[config.mk]
export PLATFORM = sky130hd
export DESIGN_NAME = mem_agu_pipe
export DESIGN_NICKNAME = d
export VERILOG_FILES = /design/src/rtl/mem_pkg.sv /design/src/rtl/agu_fifo.sv /design/src/rtl/mem_agu_pipe.sv
export SDC_FILE = /design/constraint.sdc
export NUM_CORES = 1
export LEC_CHECK = 0
export BUFFER_PORTS_ARGS = -buffer_cell sky130_fd_sc_hd__buf_2
export CAP_MARGIN = 20
export CORE_ASPECT_RATIO = 0.6
export CORE_MARGIN = 5
export CORE_UTILIZATION = 30
export DETAILED_ROUTE_END_ITERATION = 6
export GPL_TIMING_DRIVEN = 0
export SLEW_MARGIN = 20
export SYNTH_ARGS = -nofsm -noshare
export SYNTH_HDL_FRONTEND = slang
export SYNTH_SLANG_ARGS = --single-unit
[constraint.sdc]
create_clock -name clk -period 6.8 [get_ports clk]
set_input_delay 1.02 -clock clk [delete_from_list [all_inputs] [get_ports clk]]
set_output_delay 1.02 -clock clk [all_outputs]
set_load 0.02 [all_outputs]
[src/rtl/mem_pkg.sv]
// Shared widths, funct3 encodings and packet formats for the memory issue pipe.
package mem_pkg;

    localparam int ADDR_WIDTH = 32;
    localparam int DATA_WIDTH = 32;
    localparam int ROB_WIDTH  = 5;
    localparam int PHY_WIDTH  = 6;

    localparam logic [2:0] F3_SB  = 3'b000;
    localparam logic [2:0] F3_SH  = 3'b001;
    localparam logic [2:0] F3_SW  = 3'b010;
    localparam logic [2:0] F3_LB  = 3'b000;
    localparam logic [2:0] F3_LH  = 3'b001;
    localparam logic [2:0] F3_LW  = 3'b010;
    localparam logic [2:0] F3_LBU = 3'b100;
    localparam logic [2:0] F3_LHU = 3'b101;

    typedef struct packed {
        logic                  is_load;
        logic                  is_store;
        logic [2:0]            funct3;
        logic [ADDR_WIDTH-1:0] base;
        logic [ADDR_WIDTH-1:0] imm;
        logic [DATA_WIDTH-1:0] data;
        logic [ROB_WIDTH-1:0]  rob_id;
        logic [PHY_WIDTH-1:0]  rd_phy;
    } mem_op_t;

    typedef struct packed {
        logic [ADDR_WIDTH-1:0] addr;
        logic [DATA_WIDTH-1:0] data;
        logic [3:0]            strb;
        logic [ROB_WIDTH-1:0]  rob_id;
    } st_pkt_t;

    typedef struct packed {
        logic [ADDR_WIDTH-1:0] addr;
        logic [2:0]            funct3;
        logic [3:0]            strb;
        logic [ROB_WIDTH-1:0]  rob_id;
        logic [PHY_WIDTH-1:0]  rd_phy;
    } ld_pkt_t;

    // Unshifted byte-lane mask for the access size; the reserved size 11 acts as a word.
    function automatic logic [3:0] size_mask(input logic [1:0] sz);
        case (sz)
            2'b00:   size_mask = 4'b0001;
            2'b01:   size_mask = 4'b0011;
            default: size_mask = 4'b1111;
        endcase
    endfunction

endpackage

[src/rtl/agu_fifo.sv]
// Purpose: generic DEPTH-entry FIFO with synchronous flush; head shown combinationally, zero when empty.
// Latency: an entry pushed at an edge is at the head right after that edge.
// Backpressure: full blocks further pushes; pop is ignored while empty.
module agu_fifo #(
    parameter int WIDTH = 8,
    parameter int DEPTH = 2
) (
    input  logic             clk,
    input  logic             rst,
    input  logic             flush,
    input  logic             push,
    input  logic [WIDTH-1:0] push_dat,
    input  logic             pop,
    output logic [WIDTH-1:0] pop_dat,
    output logic             full,
    output logic             empty
);

    localparam int AW = $clog2(DEPTH);

    logic [WIDTH-1:0] mem [DEPTH];
    logic [AW-1:0]    wr_ptr;
    logic [AW-1:0]    rd_ptr;
    logic [AW:0]      count;
    logic             do_push;
    logic             do_pop;

    assign full    = (count == (AW+1)'(DEPTH));
    assign empty   = (count == '0);
    assign do_push = push && !full;
    assign do_pop  = pop && !empty;

    // DEPTH is a power of two, so the pointers wrap by natural overflow.
    always_ff @(posedge clk) begin
        if (rst || flush) begin
            wr_ptr <= '0;
            rd_ptr <= '0;
            count  <= '0;
        end else begin
            if (do_push) wr_ptr <= wr_ptr + AW'(1);
            if (do_pop)  rd_ptr <= rd_ptr + AW'(1);
            case ({do_push, do_pop})
                2'b10:   count <= count + (AW+1)'(1);
                2'b01:   count <= count - (AW+1)'(1);
                default: count <= count;
            endcase
        end
    end

    always_ff @(posedge clk) begin
        if (do_push) mem[wr_ptr] <= push_dat;
    end

    assign pop_dat = empty ? '0 : mem[rd_ptr];

endmodule

[src/rtl/mem_agu_pipe.sv]
// Purpose: effective-address, strobe and alignment generation feeding separate store and load queues.
// Latency: one cycle from issue acceptance to queue head or exc_valid pulse.
// Backpressure: in_ready drops when the target queue is full, or while flush/rst is high.
module mem_agu_pipe
    import mem_pkg::*;
#(
    parameter int DEPTH         = 2,
    parameter int MISALIGN_TRAP = 1
) (
    input  logic                  clk,
    input  logic                  rst,
    input  logic                  flush,
    input  logic                  in_valid,
    output logic                  in_ready,
    input  mem_op_t               in_op,
    output logic                  st_valid,
    input  logic                  st_ready,
    output st_pkt_t               st_pkt,
    output logic                  ld_valid,
    input  logic                  ld_ready,
    output ld_pkt_t               ld_pkt,
    output logic                  exc_valid,
    output logic [ROB_WIDTH-1:0]  exc_rob_id,
    output logic [ADDR_WIDTH-1:0] exc_addr
);

    logic [ADDR_WIDTH-1:0] ea;
    logic [1:0]            off;
    logic [3:0]            mask;
    logic [7:0]            strb_wide;
    logic [DATA_WIDTH-1:0] data_sized;
    logic                  misaligned;
    logic                  st_sel, ld_sel, trap;
    logic                  accept, st_push, ld_push;
    logic                  st_full, st_empty, ld_full, ld_empty;
    st_pkt_t               st_in;
    ld_pkt_t               ld_in;

    assign ea        = in_op.base + in_op.imm;
    assign off       = ea[1:0];
    assign mask      = size_mask(in_op.funct3[1:0]);
    assign strb_wide = {4'b0000, mask} << off;

    always_comb begin
        data_sized = in_op.data;
        misaligned = (off != 2'b00);
        case (in_op.funct3[1:0])
            F3_SB[1:0]: begin
                data_sized = {24'h0, in_op.data[7:0]};
                misaligned = 1'b0;
            end
            F3_SH[1:0]: begin
                data_sized = {16'h0, in_op.data[15:0]};
                misaligned = off[0];
            end
            default: ;
        endcase
    end

    // A set store bit wins, so an op flagged as both is treated as a store.
    assign st_sel = in_op.is_store;
    assign ld_sel = in_op.is_load && !in_op.is_store;
    assign trap   = (MISALIGN_TRAP != 0) && (st_sel || ld_sel) && misaligned;

    // Trapping ops never touch a queue, so they are accepted even when it is full.
    assign in_ready = !rst && !flush &&
                      (trap || (st_sel ? !st_full : (ld_sel ? !ld_full : 1'b1)));
    assign accept   = in_valid && in_ready;
    assign st_push  = accept && st_sel && !trap;
    assign ld_push  = accept && ld_sel && !trap;

    always_comb begin
        st_in        = '0;
        st_in.addr   = ea;
        st_in.data   = data_sized << {off, 3'b000};
        st_in.strb   = strb_wide[3:0];
        st_in.rob_id = in_op.rob_id;
        ld_in        = '0;
        ld_in.addr   = ea;
        ld_in.funct3 = in_op.funct3;
        ld_in.strb   = strb_wide[3:0];
        ld_in.rob_id = in_op.rob_id;
        ld_in.rd_phy = in_op.rd_phy;
    end

    agu_fifo #(.WIDTH($bits(st_pkt_t)), .DEPTH(DEPTH)) u_st_fifo (
        .clk      (clk),
        .rst      (rst),
        .flush    (flush),
        .push     (st_push),
        .push_dat (st_in),
        .pop      (st_valid && st_ready),
        .pop_dat  (st_pkt),
        .full     (st_full),
        .empty    (st_empty)
    );

    agu_fifo #(.WIDTH($bits(ld_pkt_t)), .DEPTH(DEPTH)) u_ld_fifo (
        .clk      (clk),
        .rst      (rst),
        .flush    (flush),
        .push     (ld_push),
        .push_dat (ld_in),
        .pop      (ld_valid && ld_ready),
        .pop_dat  (ld_pkt),
        .full     (ld_full),
        .empty    (ld_empty)
    );

    assign st_valid = !st_empty;
    assign ld_valid = !ld_empty;

    always_ff @(posedge clk) begin
        if (rst) begin
            exc_valid  <= 1'b0;
            exc_rob_id <= '0;
            exc_addr   <= '0;
        end else begin
            exc_valid <= accept && trap;
            if (accept && trap) begin
                exc_rob_id <= in_op.rob_id;
                exc_addr   <= ea;
            end
        end
    end

endmodule

* Word level (Yosys, flattened, before mapping)
Memories as Yosys holds them, arrays and structs flattened. A register that Yosys moved wholly into a read port is not among the register bits. Index checks and enable logic that the tools add are counted.
Storage, ports and cells: bits in registers 46, memory bits (writable) 246, bits of input ports 118, output and inout port bits 164, logic and storage cells 79, memories 2
Cells by class: $add $sub $neg 9, eq/ne operators 7, shift-type cells 2, multiplexer cells 17, reduce and logical (&&, ||, !) cells 33
Memories:
- u_st_fifo.mem | words 2, bits a word 73, rd ports 1, clocked after memory_dff 1, write ports 1, line agu_fifo.sv:21 | logic [WIDTH-1:0] mem [DEPTH];
- u_ld_fifo.mem | words 2, bits a word 50, rd ports 1, clocked after memory_dff 1, write ports 1, line agu_fifo.sv:21
Operator list (count):
- $mux 73 | 1
- $pmux 32 s2 | 1
- $mux 50 | 1
- $add 32x32->32 | 1
- $shl 32x5->32 | 1
- $logic_and 1x1->1 | 16
- $mux 1 | 10
- $eq 2x2->1 const B | 4
- $logic_not 1->1 | 8
- $pmux 2 s2 | 2
- $pmux 4 s2 | 1
- $eq 2x1->1 const B | 3
- $logic_not 2->1 | 3
- $reduce_bool 2->1 | 3
- $add 1x1->1 const B | 4
- $add 2x1->2 const B | 2
- $shl 4x2->4 | 1
- $sub 2x1->2 const B | 2
- $logic_or 1x1->1 | 3
- $pmux 1 s2 | 1

* Depth between registers and ports, before layout
Gate-level depths: netlist of run 1.
word-level depth 12, depth in mapped cells 13

* Modules after synthesis
From an unflattened synthesis of run 1, not the netlist that was laid out.
Unflattened totals: cells, all modules 1080, area total of the unflattened synthesis 13406.6 µm²
By module, submodules not included:
- agu_fifo at u_st_fifo | instances 1, cells each 336, area an instance 5716.7 µm², seq. area each 4484.3 µm²
- agu_fifo at u_ld_fifo | instances 1, cells each 239, area an instance 3967.6 µm², seq. area each 3103.0 µm²
- mem_agu_pipe | instances 1, cells each 505, area an instance 3722.3 µm², seq. area each 760.7 µm²

* Least setup slack after synthesis of run 1
OpenSTA, ideal clock, no wires.
path type input -> register, start in in_op[43] (netlist name), end mem u_st_fifo.mem[0][0] (netlist name) (enable), setup time 0.505 ns, arrival time 5.590 ns, setup slack 0.705 ns, cell stages on the path 10, buffers on the path 0, cell sequence ha_1 > inv_1 > fa_1 > inv_1 > a22oi_1 > nand3_1 > inv_1 > and3_1 > inv_1 > nor2_1
On the way: word-level cells in the longest chain between the ends 12, elaborated cells on any way between the ends 13, those cells by class add/sub: 1; mux: 3; reduce/logical: 9
Ends and longest elaborated chain:
- start: declaration | line mem_agu_pipe.sv:15 | input mem_op_t in_op,
- $add 32x32->32 (*) | line mem_agu_pipe.sv:39 | assign ea = in_op.base + in_op.imm;
- $reduce_bool 2->1 | line mem_agu_pipe.sv:46 | misaligned = (off != 2'b00);
- $pmux 1 s2 (*) | line mem_agu_pipe.sv:47 | case (in_op.funct3[1:0])
- $logic_and 1x1->1 (*) | line mem_agu_pipe.sv:63 | assign trap = (MISALIGN_TRAP != 0) && (st_sel || ld_sel) && misaligned;
- $logic_or 1x1->1 | line mem_agu_pipe.sv:67 | (trap || (st_sel ? !st_full : (ld_sel ? !ld_full : 1'b1)));
- $logic_and 1x1->1 | line mem_agu_pipe.sv:66 | assign in_ready = !rst && !flush &&
- $logic_and 1x1->1 | line mem_agu_pipe.sv:68 | assign accept = in_valid && in_ready;
- $logic_and 1x1->1 | line mem_agu_pipe.sv:69 | assign st_push = accept && st_sel && !trap;
- $logic_and 1x1->1 (*) | line mem_agu_pipe.sv:69
- $logic_and 1x1->1 (*) | line agu_fifo.sv:30 | assign do_push = push && !full;
- $mux 1 (*) | line agu_fifo.sv:51 | if (do_push) mem[wr_ptr] <= push_dat;
- $mux 1 (implied by the code) (*) | line agu_fifo.sv:51
- end: declaration | line agu_fifo.sv:21
Mark *: on every way between the ends. The rest lies on a longest branch, timed or not.

* Final worst setup path of run 1
start in in_op[75] (netlist name), end out in_ready
On the way: word-level cells in the longest chain between the ends 6
Ends and longest elaborated chain:
- $add 32x32->32 (*) | line mem_agu_pipe.sv:39
- $reduce_bool 2->1 | line mem_agu_pipe.sv:46
- $pmux 1 s2 (*) | line mem_agu_pipe.sv:47
- $logic_and 1x1->1 (*) | line mem_agu_pipe.sv:63
- $logic_or 1x1->1 (*) | line mem_agu_pipe.sv:67
- $logic_and 1x1->1 (*) | line mem_agu_pipe.sv:66
- end: declaration | line mem_agu_pipe.sv:14 | output logic in_ready,
Marks and branches as above.

==> summary.txt, run 1 <==
Detailed routing
  • Via-to-Cell Ratio: 4.85
  • Drt pass-1 iters: 5
  • Antenna Nets Post-Route: 0
  • Routed vias: 9802
  • Routed wl met3: 2.68 mm
  • Starting DRT DRC Count: 825
  • Met2 wire length: 18.6 mm
  • Residual DRC: 0
  • Top Layer Used: met4
  • Routed metal-1 wirelength: 19.2 mm
  • Post-Route WL: 41.1 mm
  • WL per Instance: 20.3 um

GRT
  • Number of global-route vias before repair: 9628
  • Grt total ovfl: 0
  • Largest net degree at the start of global routing: 41
  • First-pass GRT wire length: 60.6 mm
  • Antenna violations before repair: 2
  • GRT Total Usage: 16.0%

Floorplan
  • Core area: 44500 um^2
  • Die height: 174 um
  • Initial Util: 30.1%
  • Io pins: between 200 and 300
  • Die footprint: 49200 um^2
  • Die X: roughly 280 um
  • Row cnt: 60

Timing
  • Max Fclk: around 240 MHz
  • Final hold violation count: 0
  • Final period utilization: 61.8%
  • Clock Skews: 0.0124 ns
  • Slew headroom: 36.7%
  • Slew at the pin with the worst max-slew slack: between 0.9 and 1 ns
  • Slew Viols, Final: 0
  • RSZ-0062 raised after global routing: no
  • Final min period: 4.20 ns
  • Setup violations, final: 0
  • PnR worst setup slack: 2.60 ns

Finish
  • Share of layout cells above drive strength 1: 25.9%
  • Fin util: between 30% and 40%
  • # diodes: 0
  • Most common cell after layout, fill and taps aside: buf_2
  • Fill count: 4361
  • Fin nets: 1562
  • P&R area growth vs syn: 25.6%
  • Commonest cells after routing, fill and taps aside: buf_2 (291), edfxtp_1 (246), nor2_1 (182)

Synthesis
  • Post-synthesis cell area: 13400 um^2
  • Post-synthesis cell type count: 63
  • Number of synthesized register bits: slightly below 300
  • EDFF count, synth: roughly 250
  • Mapped Cells: 1090
  • Yosys top cell by area: edfxtp_1
  • Largest cells by area after synthesis: edfxtp_1 (55%), mux2i_1 (10%), dfxtp_1 (7.2%)
  • Ys flop type: edfxtp_1
  • Yosys warns: 0
  • Avg Inst Size Synth: 12.3 um^2
  • Synth Net Count: 1242
  • Post-synth top area share: a little under three fifths
  • Async SR Flop Fraction: 0%
  • Post-synthesis sequential area ratio: 62.3%

Critical path
  • Worst path max stage delay: 0.79 ns
  • CP max stage cell: fa_1
  • CP Cell Sequence: buf_2 > ha_1 > inv_1 > fa_1 > inv_1 > a22oi_1 > a21oi_1 > buf_2
  • WP data arrival: 3.18 ns
  • Max FO, Critical Path: 6
  • Startpoint Class: input pin
  • Reg2reg setup slack: 4.58 ns
  • Critical Path RT: 5.78 ns
  • Crit. End Element: primary output
  • Crit Path Category: in2out

CTS
  • TritonCTS clock tree: yes
  • # hold bufs at CTS: 0
  • H-tree Lvls: 1
  • CTS clock-pin slew for the worst setup and hold paths: 0.06 ns
  • Post-CTS Resized: 0
  • CTS buffer count: 30
  • # clock sinks: 294
  • Clock insertion delay at the later pin of the skew report: 0.57 ns
  • Clock Path Buffers: 3
  • Setup Fix Bufs, Post-CTS: 0
  • Clk root buf: clkbuf_16

Pwr
  • PwrDens: about 260 nW/um^2
  • VDD IR max: 0.162 mV
  • Leakage power: 6.40 nW

Placed design
  • Port-buffer cells: about 280
  • GP Congestion: 0.873
  • Placement Setup Slack: ~1.9 ns
  • Detailed placement HPWL: 31.1 mm

Hold path
  • Path type of the worst min-delay path: reg2reg

Run
  • Max Cap Viol: 0

Run status
  • Status: finished clean
-- power breakdown --
| group | internal, W | switching (W) | total [W] |
|---|---|---|---|
| clock network | 0.00110 | 0.000703 | 0.00180 |
| logic | 0.000151 | 0.000334 | 0.000486 |
| registers | 0.00203 | 0.00000849 | 0.00203 |
-- flip-flops by register name, summed over array words and instances, names as in the netlist, named ones only --
signal            cells
u_st_fifo.mem       146
u_ld_fifo.mem       100
exc_addr             32
exc_rob_id            5
u_ld_fifo.count       2
u_st_fifo.count       2
exc_valid             1
u_ld_fifo.rd_ptr      1
u_ld_fifo.wr_ptr      1
u_st_fifo.rd_ptr      1
u_st_fifo.wr_ptr      1
-- logic make-up after synthesis --
| family | after synthesis | share of synthesized area (%) |
|---|---|---|
| mux | 135 | 10.1 |
| xor+xnor | 39 | 2.55 |
| buf+inv | 75 | 2.23 |
| fa+ha+maj | 34 | 3.23 |
| flops | 294 | 62.3 |
| compound gates | 178 | 8.79 |
| simple gates | 335 | 10.9 |
-- cells in the mapped netlist (14+ instances only) --
master    number
edfxtp_1     246
nor2_1       184
mux2i_1      134
nand2_1       79
a21oi_1       61
dfxtp_1       48
clkbuf_1      35
ha_1          33
xnor2_1       25
a21o_1        20
o21ai_0       17
o22ai_1       17
inv_1         14
xor2_1        14
-- path summary, 6_finish.rpt --
check	startpoint	endpoint	cells past startpoint
worst max-delay path	in_op[75]	in_ready	8
worst min-delay path	exc_rob_id[2]$_SDFFE_PP0P_	exc_rob_id[2]$_SDFFE_PP0P_	2
worst max register to register	u_ld_fifo.count[0]$_SDFFE_PP0P_	u_ld_fifo.count[1]$_SDFFE_PP0P_	6
worst min register to register	exc_rob_id[2]$_SDFFE_PP0P_	exc_rob_id[2]$_SDFFE_PP0P_	2
-- layout make-up --
class                   count  area [um^2]  area share, %
plain buffers              60          243           1.44
clock buffers              42          920           5.46
well taps                 589          737           4.38
clock inverters            14          186           1.11
inverters                  15         56.3          0.334
repair buffers            288         1570           9.32
flip-flops and latches    294         8350           49.6
multi-input cells         721         4780           28.4
-- routing by layer --
metal | vias to the layer above | GRT usage, %
met5 | - | 0
met4 | 0 | 2.19
met3 | 47 | 3.51
met2 | 347 | 25.4
met1 | 4773 | 23.1
li1 | 4635 | -
-- critical path: cells and delay by family --
kind | cells | cell delay (ns)
AOI/OAI and AO/OA | 2 | 0.62
adders and majority gates | 2 | 1.06
buffers and inverters | 4 | 0.46
-- stage by stage --
step                      hold WS (ns)  cells  TNS (ns)  instance area (um^2)  power, W
after global routing             0.483   2023         0                 16800   0.00450
after CTS                        0.455   2023         0                 16800   0.00437
after floorplan                  0.462   1090         0                 13400   0.00236
after global placement           0.442   1960   -256.65                 15600   0.00254
after detailed placement         0.446   1967         0                 15700   0.00256
final                            0.453   2023         0                 16800   0.00432
(Power assumes the default switching activity.)
==> run 2, diff against run 1 <==
- ABC_AREA: unset -> 1
- clock period: 6.8 -> 4.41 ns (I/O delays scaled with it)
==> run 2 against run 1 <==
Net effect: final area increased by 3.6%; sequential share of layout area decreased by 1.7 points; highest routed layer unchanged; total power increased by 51%; sequential power increased by 54%.
==> summary.txt, run 2 <==
CTS
  • Setup Fix Bufs, Post-CTS: 0 (unchanged)
  • # hold bufs at CTS: 0 (unchanged)
  • Post-CTS Resized: 0 (unchanged)
  • TritonCTS clock tree: yes
  • CTS buffer count: 29 (-3.3%)
  • Clock Path Buffers: 3 (unchanged)
  • Clk root buf: clkbuf_16
  • CTS clock-pin slew for the worst setup and hold paths: 0.06 ns (about the same)
  • H-tree Lvls: 1 (unchanged)
  • Clock insertion delay at the later pin of the skew report: 0.56 ns (about the same)
  • # clock sinks: 294 (unchanged)

Finish
  • Reg with most FFs: u_st_fifo.mem
  • Fill count: 4737 (+8.6%)
  • Share of layout cells above drive strength 1: 18.8% (-7.1 points)
  • Final Cell Area: 17400 um^2 (+3.6%)
  • Most common cell after layout, fill and taps aside: nand2_1
  • Max reg flops: 146 (unchanged)
  • Fin util: 37.7% (-0.12 points)
  • Fin nets: 2050 (+31%)
  • # diodes: 0 (unchanged)
  • Non-filler cells, final: 2551 (+26%)
  • P&R area growth vs syn: 24.5%
  • Commonest cells after routing, fill and taps aside: nand2_1 (578), buf_2 (287), edfxtp_1 (246)
  • Top flop regs: u_st_fifo.mem: 146 flops, u_ld_fifo.mem: 100 flops, exc_addr: 32 flops

Synthesis
  • Avg Inst Size Synth: 8.89 um^2 (-28%)
  • Number of synthesized register bits: 294 (unchanged)
  • EDFF count, synth: 246 (unchanged)
  • Mapped Cells: 1577 (+45%)
  • Post-synthesis cell area: 14000 um^2 (+4.5%)
  • Post-synthesis cell type count: 29 (-54%)
  • Async SR Flop Fraction: 0% (unchanged)
  • Synth Net Count: 1729 (+39%)
  • Ys flop type: edfxtp_1
  • Yosys warns: 0 (unchanged)
  • Yosys top cell by area: edfxtp_1
  • Cell with the most instances after synthesis: nand2_1
  • Post-synth top area share: 52.7% (-2.4 points)
  • Commonest cells post-synth: nand2_1 (578), edfxtp_1 (246), inv_1 (201)
  • Post-synthesis sequential area ratio: 59.6% (-2.7 points)
  • Largest cells by area after synthesis: edfxtp_1 (53%), nand2_1 (15%), a21oi_1 (7.0%)

Timing
  • TNS Setup: 0 ns (unchanged)
  • RSZ-0062 raised after global routing: no
  • Max Fclk: between 200 and 300 MHz
  • Slew Viols, Final: 0 (unchanged)
  • Final period utilization: 84.2%
  • PnR worst setup slack: 0.696 ns (-1.90 ns)
  • Final hold violation count: 0 (unchanged)
  • Slew headroom: 37.7% (+1.0 points)
  • Setup violations, final: 0 (unchanged)
  • Slew at the pin with the worst max-slew slack: 0.935 ns (-0.0156 ns)
  • Final min period: 3.71 ns
  • Clock Skews: 0.0109 ns (-0.00147 ns)

Critical path
  • WP data arrival: 3.97 ns (+0.79 ns)
  • WP buf/inv: 6 (+2)
  • Crit. End Element: register
  • Top delay family on crit path: adder cells
  • Critical Path RT: 4.66 ns (-1.12 ns)
  • Crit Path Category: in2reg
  • Worst path max stage delay: 0.69 ns (-0.10 ns)
  • Max FO, Critical Path: 21 (+15)
  • Startpoint Class: input pin
  • CP Cell Sequence: buf_2 > ha_1 > inv_1 > fa_1 > inv_2 > a21oi_2 > nand4_1 > nor3_1 > inv_1 > nor2_4 > buf_12 > buf_12
  • CP max stage cell: fa_1

Floorplan
  • Die footprint: 51300 um^2 (+4.3%)
  • Row cnt: 61 (+1.7%)
  • Core area: 46300 um^2 (+3.9%)
  • Die height: 177 um (+2.1%)
  • Initial Util: 30.3% (+0.18 points)
  • Die X: 289 um (+2.2%)
  • Io pins: 282 (unchanged)

Placed design
  • Detailed placement HPWL: 36.4 mm (+17%)
  • Placed Instances: 2497 (+27%)
  • Placed instance area: 16400 um^2 (+4.4%)
  • Placement Setup Slack: 0.0560 ns (-1.84 ns)
  • GP Congestion: 0.923 (+5.6%)
  • Port-buffer cells: 281 (unchanged)

GRT
  • First-pass GRT wire length: 68.8 mm (+14%)
  • Number of global-route vias before repair: 11100 (+15%)
  • Largest net degree at the start of global routing: 42 (+2.4%)
  • Antenna violations before repair: 1 (-1)
  • GRT Total Usage: 17.8% (+1.8 points)
  • Grt total ovfl: 0 (unchanged)

Detailed routing
  • Residual DRC: 0 (unchanged)
  • Post-Route WL: 47.3 mm (+15%)
  • Antenna Nets Post-Route: 0 (unchanged)
  • WL per Instance: 18.5 um (-8.7%)
  • Drt pass-1 iters: 5 (unchanged)
  • Via-to-Cell Ratio: 4.59 (-5.3%)
  • Starting DRT DRC Count: 1104 (+34%)
  • Routed vias: 11700 (+19%)

Run status
  • Status: finished clean

Run
  • Max Cap Viol: 0 (unchanged)

Pwr
  • PwrDens: 373 nW/um^2 (+45%)
  • VDD IR max: 0.289 mV (+79%)
  • Leakage power: 7.93 nW (+24%)

Hold path
  • Path type of the worst min-delay path: in2reg
-- run 2: path summary, 6_finish.rpt --
check / from / cells after the start / slack (ns) / end
worst min-delay path: in_op[4] / 1 / 0.29 / u_ld_fifo.mem[0][4]$_DFFE_PP_
worst max register to register: u_st_fifo.count[0]$_SDFFE_PP0P_ / 10 / 1.83 / u_ld_fifo.mem[0][46]$_DFFE_PP_
worst max-delay path: in_op[43] / 12 / 0.70 / u_ld_fifo.mem[0][46]$_DFFE_PP_
worst min register to register: exc_rob_id[4]$_SDFFE_PP0P_ / 2 / 0.46 / exc_rob_id[4]$_SDFFE_PP0P_
-- run 2: logic make-up after synthesis --
family                   synth area share [%]
flip-flops                               59.6
adder cells (fa/ha/maj)                  3.09
AO/OA/AOI/OAI                            9.43
buffers and inverters                    7.26
XOR/XNOR                                0.937
AND/OR/NAND/NOR                          19.7
-- run 2: report_power, final --
group          switching, W  total [W]  internal [W]
Clock               0.00109    0.00263       0.00154
Sequential        0.0000105    0.00312       0.00311
Combinational      0.000544   0.000758      0.000214
-- run 2: metrics by stage --
stage | total power [W] | hold slack, ns
after floorplan | 0.00363 | 0.426
after global placement | 0.00392 | 0.435
after detailed placement | 0.00394 | 0.446
after CTS | 0.00658 | 0.256
after global routing | 0.00679 | 0.261
final | 0.00651 | 0.295
-- run 2: layout make-up --
cell class | instances | area (um^2) | area share [%]
Sequential cell | 294 | 8350 | 47.9
Multi-Input combinational cell | 1016 | 4670 | 26.8
Timing Repair Buffer | 290 | 1600 | 9.18
Tap cell | 630 | 788 | 4.52
Inverter | 208 | 783 | 4.49
Clock buffer | 34 | 764 | 4.38
Clock inverter | 20 | 248 | 1.42
Buffer | 59 | 236 | 1.36
-- run 2: layer usage --
layer	wire, um	up-vias	track usage, %
met2	20800	354	27.5
met3	2980	44	2.75
li1	-	5788	-
met1	22700	5519	26.8
met4	853	0	3.02
met5	0	-	0
==> run 3, diff against run 2 <==
- clock period: 4.41 -> 3.8 ns (I/O delays scaled with it)
==> run 3 against run 2 <==
Net effect: combinational power is 16% higher; critical endpoint is now u_ld_fifo.mem[0][39]$_DFFE_PP_; clock power rose by 10%; wire length decreased by 0.30%; largest power group unchanged; non-clock buffer count unchanged; die area is the same.
==> summary.txt, run 3 (synthesis gave the netlist of run 2 again) <==
Detailed routing
  • Via-to-Cell Ratio: 4.62 (+0.79%)
  • Residual DRC: 0 (unchanged)
  • Routed vias: 11800 (+0.91%)
  • Post-Route WL: 47.1 mm (-0.30%)
  • Starting DRT DRC Count: 778 (-30%)
  • Antenna Nets Post-Route: 0 (unchanged)
  • Drt pass-1 iters: 5 (unchanged)
  • WL per Instance: 18.5 um (-0.42%)

Pwr
  • PwrDens: 425 nW/um^2 (+14%)
  • Leakage power: 7.92 nW (about the same)
  • Pwr Total: 0.00741 W (+14%)
  • VDD IR max: 0.263 mV (-9.0%)

Critical path
  • CP max stage cell: fa_1
  • CP dominant cell by count: inv_1
  • Worst path max stage delay: 0.69 ns (about the same)
  • CP Cell Sequence: buf_2 > ha_1 > inv_1 > fa_1 > inv_2 > a21oi_2 > nand4_1 > nor3_1 > inv_1 > nor2_4 > buf_12 > buf_16
  • Max FO, Critical Path: 21 (unchanged)
  • Startpoint Class: input pin
  • Critical Path RT: 4.06 ns (-0.60 ns)
  • Crit. End Element: register
  • WP data arrival: 3.65 ns (-0.32 ns)
  • Crit Path Category: in2reg

Finish
  • Register area: 8350 um^2 (unchanged)
  • Share of layout cells above drive strength 1: 18.6% (-0.18 points)
  • Multi-input logic area: 4670 um^2 (unchanged)
  • Top flop regs: u_st_fifo.mem: 146 flops, u_ld_fifo.mem: 100 flops, exc_addr: 32 flops
  • Most common cell after layout, fill and taps aside: nand2_1
  • Fin nets: 2051 (+0.049%)
  • Fill count: 4737 (unchanged)
  • Fin util: 37.7% (-0.062 points)
  • Reg with most FFs: u_st_fifo.mem
  • Non-filler cells, final: 2554 (+0.12%)
  • P&R area growth vs syn: 24.2%
  • Commonest cells after routing, fill and taps aside: nand2_1 (578), buf_2 (287), edfxtp_1 (246)
  • Max reg flops: 146 (unchanged)

Floorplan
  • Die footprint: 51300 um^2 (unchanged)
  • Io pins: 282 (unchanged)
  • Row cnt: 61 (unchanged)
  • Die height: 177 um (unchanged)
  • Die X: 289 um (unchanged)
  • Initial Util: 30.3% (unchanged)
  • Core area: 46300 um^2 (unchanged)

GRT
  • Largest net degree at the start of global routing: 41 (-2.4%)
  • Busiest grt layer: met2
  • Grt total ovfl: 0 (unchanged)
  • Number of global-route vias before repair: 11300 (+1.7%)
  • GRT Total Usage: 17.8% (+0.041 points)
  • Antenna violations before repair: 1 (unchanged)
  • First-pass GRT wire length: 69.1 mm (+0.34%)
  • Met1 capacity usage during global routing: 25.8% (-1.0 points)
  • Met3 Usage GRT: 3.31% (+0.56 points)
  • Met2 usage: 28.5% (+1.0 points)

Timing
  • Slew Viols, Final: 0 (unchanged)
  • Final period utilization: 89.2%
  • Slew at the pin with the worst max-slew slack: 0.943 ns (+0.00859 ns)
  • RSZ-0062 raised after global routing: no
  • Final hold violation count: 0 (unchanged)
  • Clock Skews: 0.0124 ns (+0.00148 ns)
  • Setup violations, final: 0 (unchanged)
  • Slew headroom: 37.1% (-0.57 points)
  • Max Fclk: 295 MHz
  • Final min period: around 3.4 ns

CTS
  • CTS buffer count: 30 (+3.4%)
  • Setup Fix Bufs, Post-CTS: 0 (unchanged)
  • CTS clock-pin slew for the worst setup and hold paths: 0.06 ns (about the same)
  • # hold bufs at CTS: 0 (unchanged)
  • # clock sinks: 294 (unchanged)
  • Clk root buf: clkbuf_16
  • Clock insertion delay at the later pin of the skew report: 0.56 ns (about the same)
  • H-tree Lvls: 1 (unchanged)
  • Post-CTS Resized: 0 (unchanged)
  • Clock Path Buffers: 3 (unchanged)
  • TritonCTS clock tree: yes

Placed design
  • Detailed placement HPWL: 36.4 mm (about the same)
  • Placed Instances: 2497 (unchanged)
  • Port-buffer cells: 281 (unchanged)
  • GP Congestion: 0.941 (+2.0%)

Hold path
  • Path type of the worst min-delay path: in2reg

Run status
  • Status: finished clean

Run
  • Max Cap Viol: 0 (unchanged)
[run 3: area by class of cell]
cell class              instances  share of cell area, %
flip-flops and latches        294                   47.9
inverters                     208                   4.50
repair buffers                290                   9.33
well taps                     630                   4.53
clock inverters                18                  0.841
diodes                          1                 0.0144
clock buffers                  38                   4.66
multi-input cells            1016                   26.8
plain buffers                  59                   1.36
[run 3: metal layers]
metal,wire length [um],vias to the layer above,share of wire (%)
li1,-,5799,-
met1,22200,5629,47
met2,21400,336,45
met3,2870,47,6.1
met4,686,0,1.5
met5,0,-,0
[run 3: power by group]
| group | switching [W] | leakage, nW | total, W | internal [W] |
|---|---|---|---|---|
| registers | 0.0000132 | 2.61 | 0.00363 | 0.00361 |
| logic | 0.000633 | 4.84 | 0.000882 | 0.000249 |
| clock network | 0.00125 | 0.472 | 0.00290 | 0.00165 |
| total | 0.00190 | 7.92 | 0.00741 | 0.00551 |
[run 3: path summary, 6_finish.rpt]
path / slack, ns / startpoint / cells after the start / end
worst max-delay path: 0.41 / in_op[43] / 12 / u_ld_fifo.mem[0][39]$_DFFE_PP_
worst min-delay path: 0.20 / in_op[5] / 1 / u_ld_fifo.mem[0][5]$_DFFE_PP_
worst max register to register: 1.15 / u_st_fifo.count[0]$_SDFFE_PP0P_ / 10 / u_ld_fifo.mem[0][39]$_DFFE_PP_
worst min register to register: 0.46 / u_st_fifo.rd_ptr$_SDFFE_PP0P_ / 1 / u_st_fifo.rd_ptr$_SDFFE_PP0P_
[run 3: critical path: cells and delay by family]
kind | cells | cell delay [ns]
adder cells (fa/ha/maj) | 2 | 0.98
buffers and inverters | 6 | 0.95
AO/OA/AOI/OAI | 1 | 0.21
AND/OR/NAND/NOR | 3 | 0.90
[run 3: stage by stage]
step	setup slack, ns	setup TNS [ns]	hold slack (ns)	instance area (um^2)
after floorplan	-0.435	-63.55	0.426	14000
after global routing	0.189	0	0.172	17400
final	0.411	0	0.203	17400
after CTS	0.351	0	0.167	17400
after detailed placement	-0.237	-6.99	0.445	16500
after global placement	-2.50	-508.24	0.437	16200
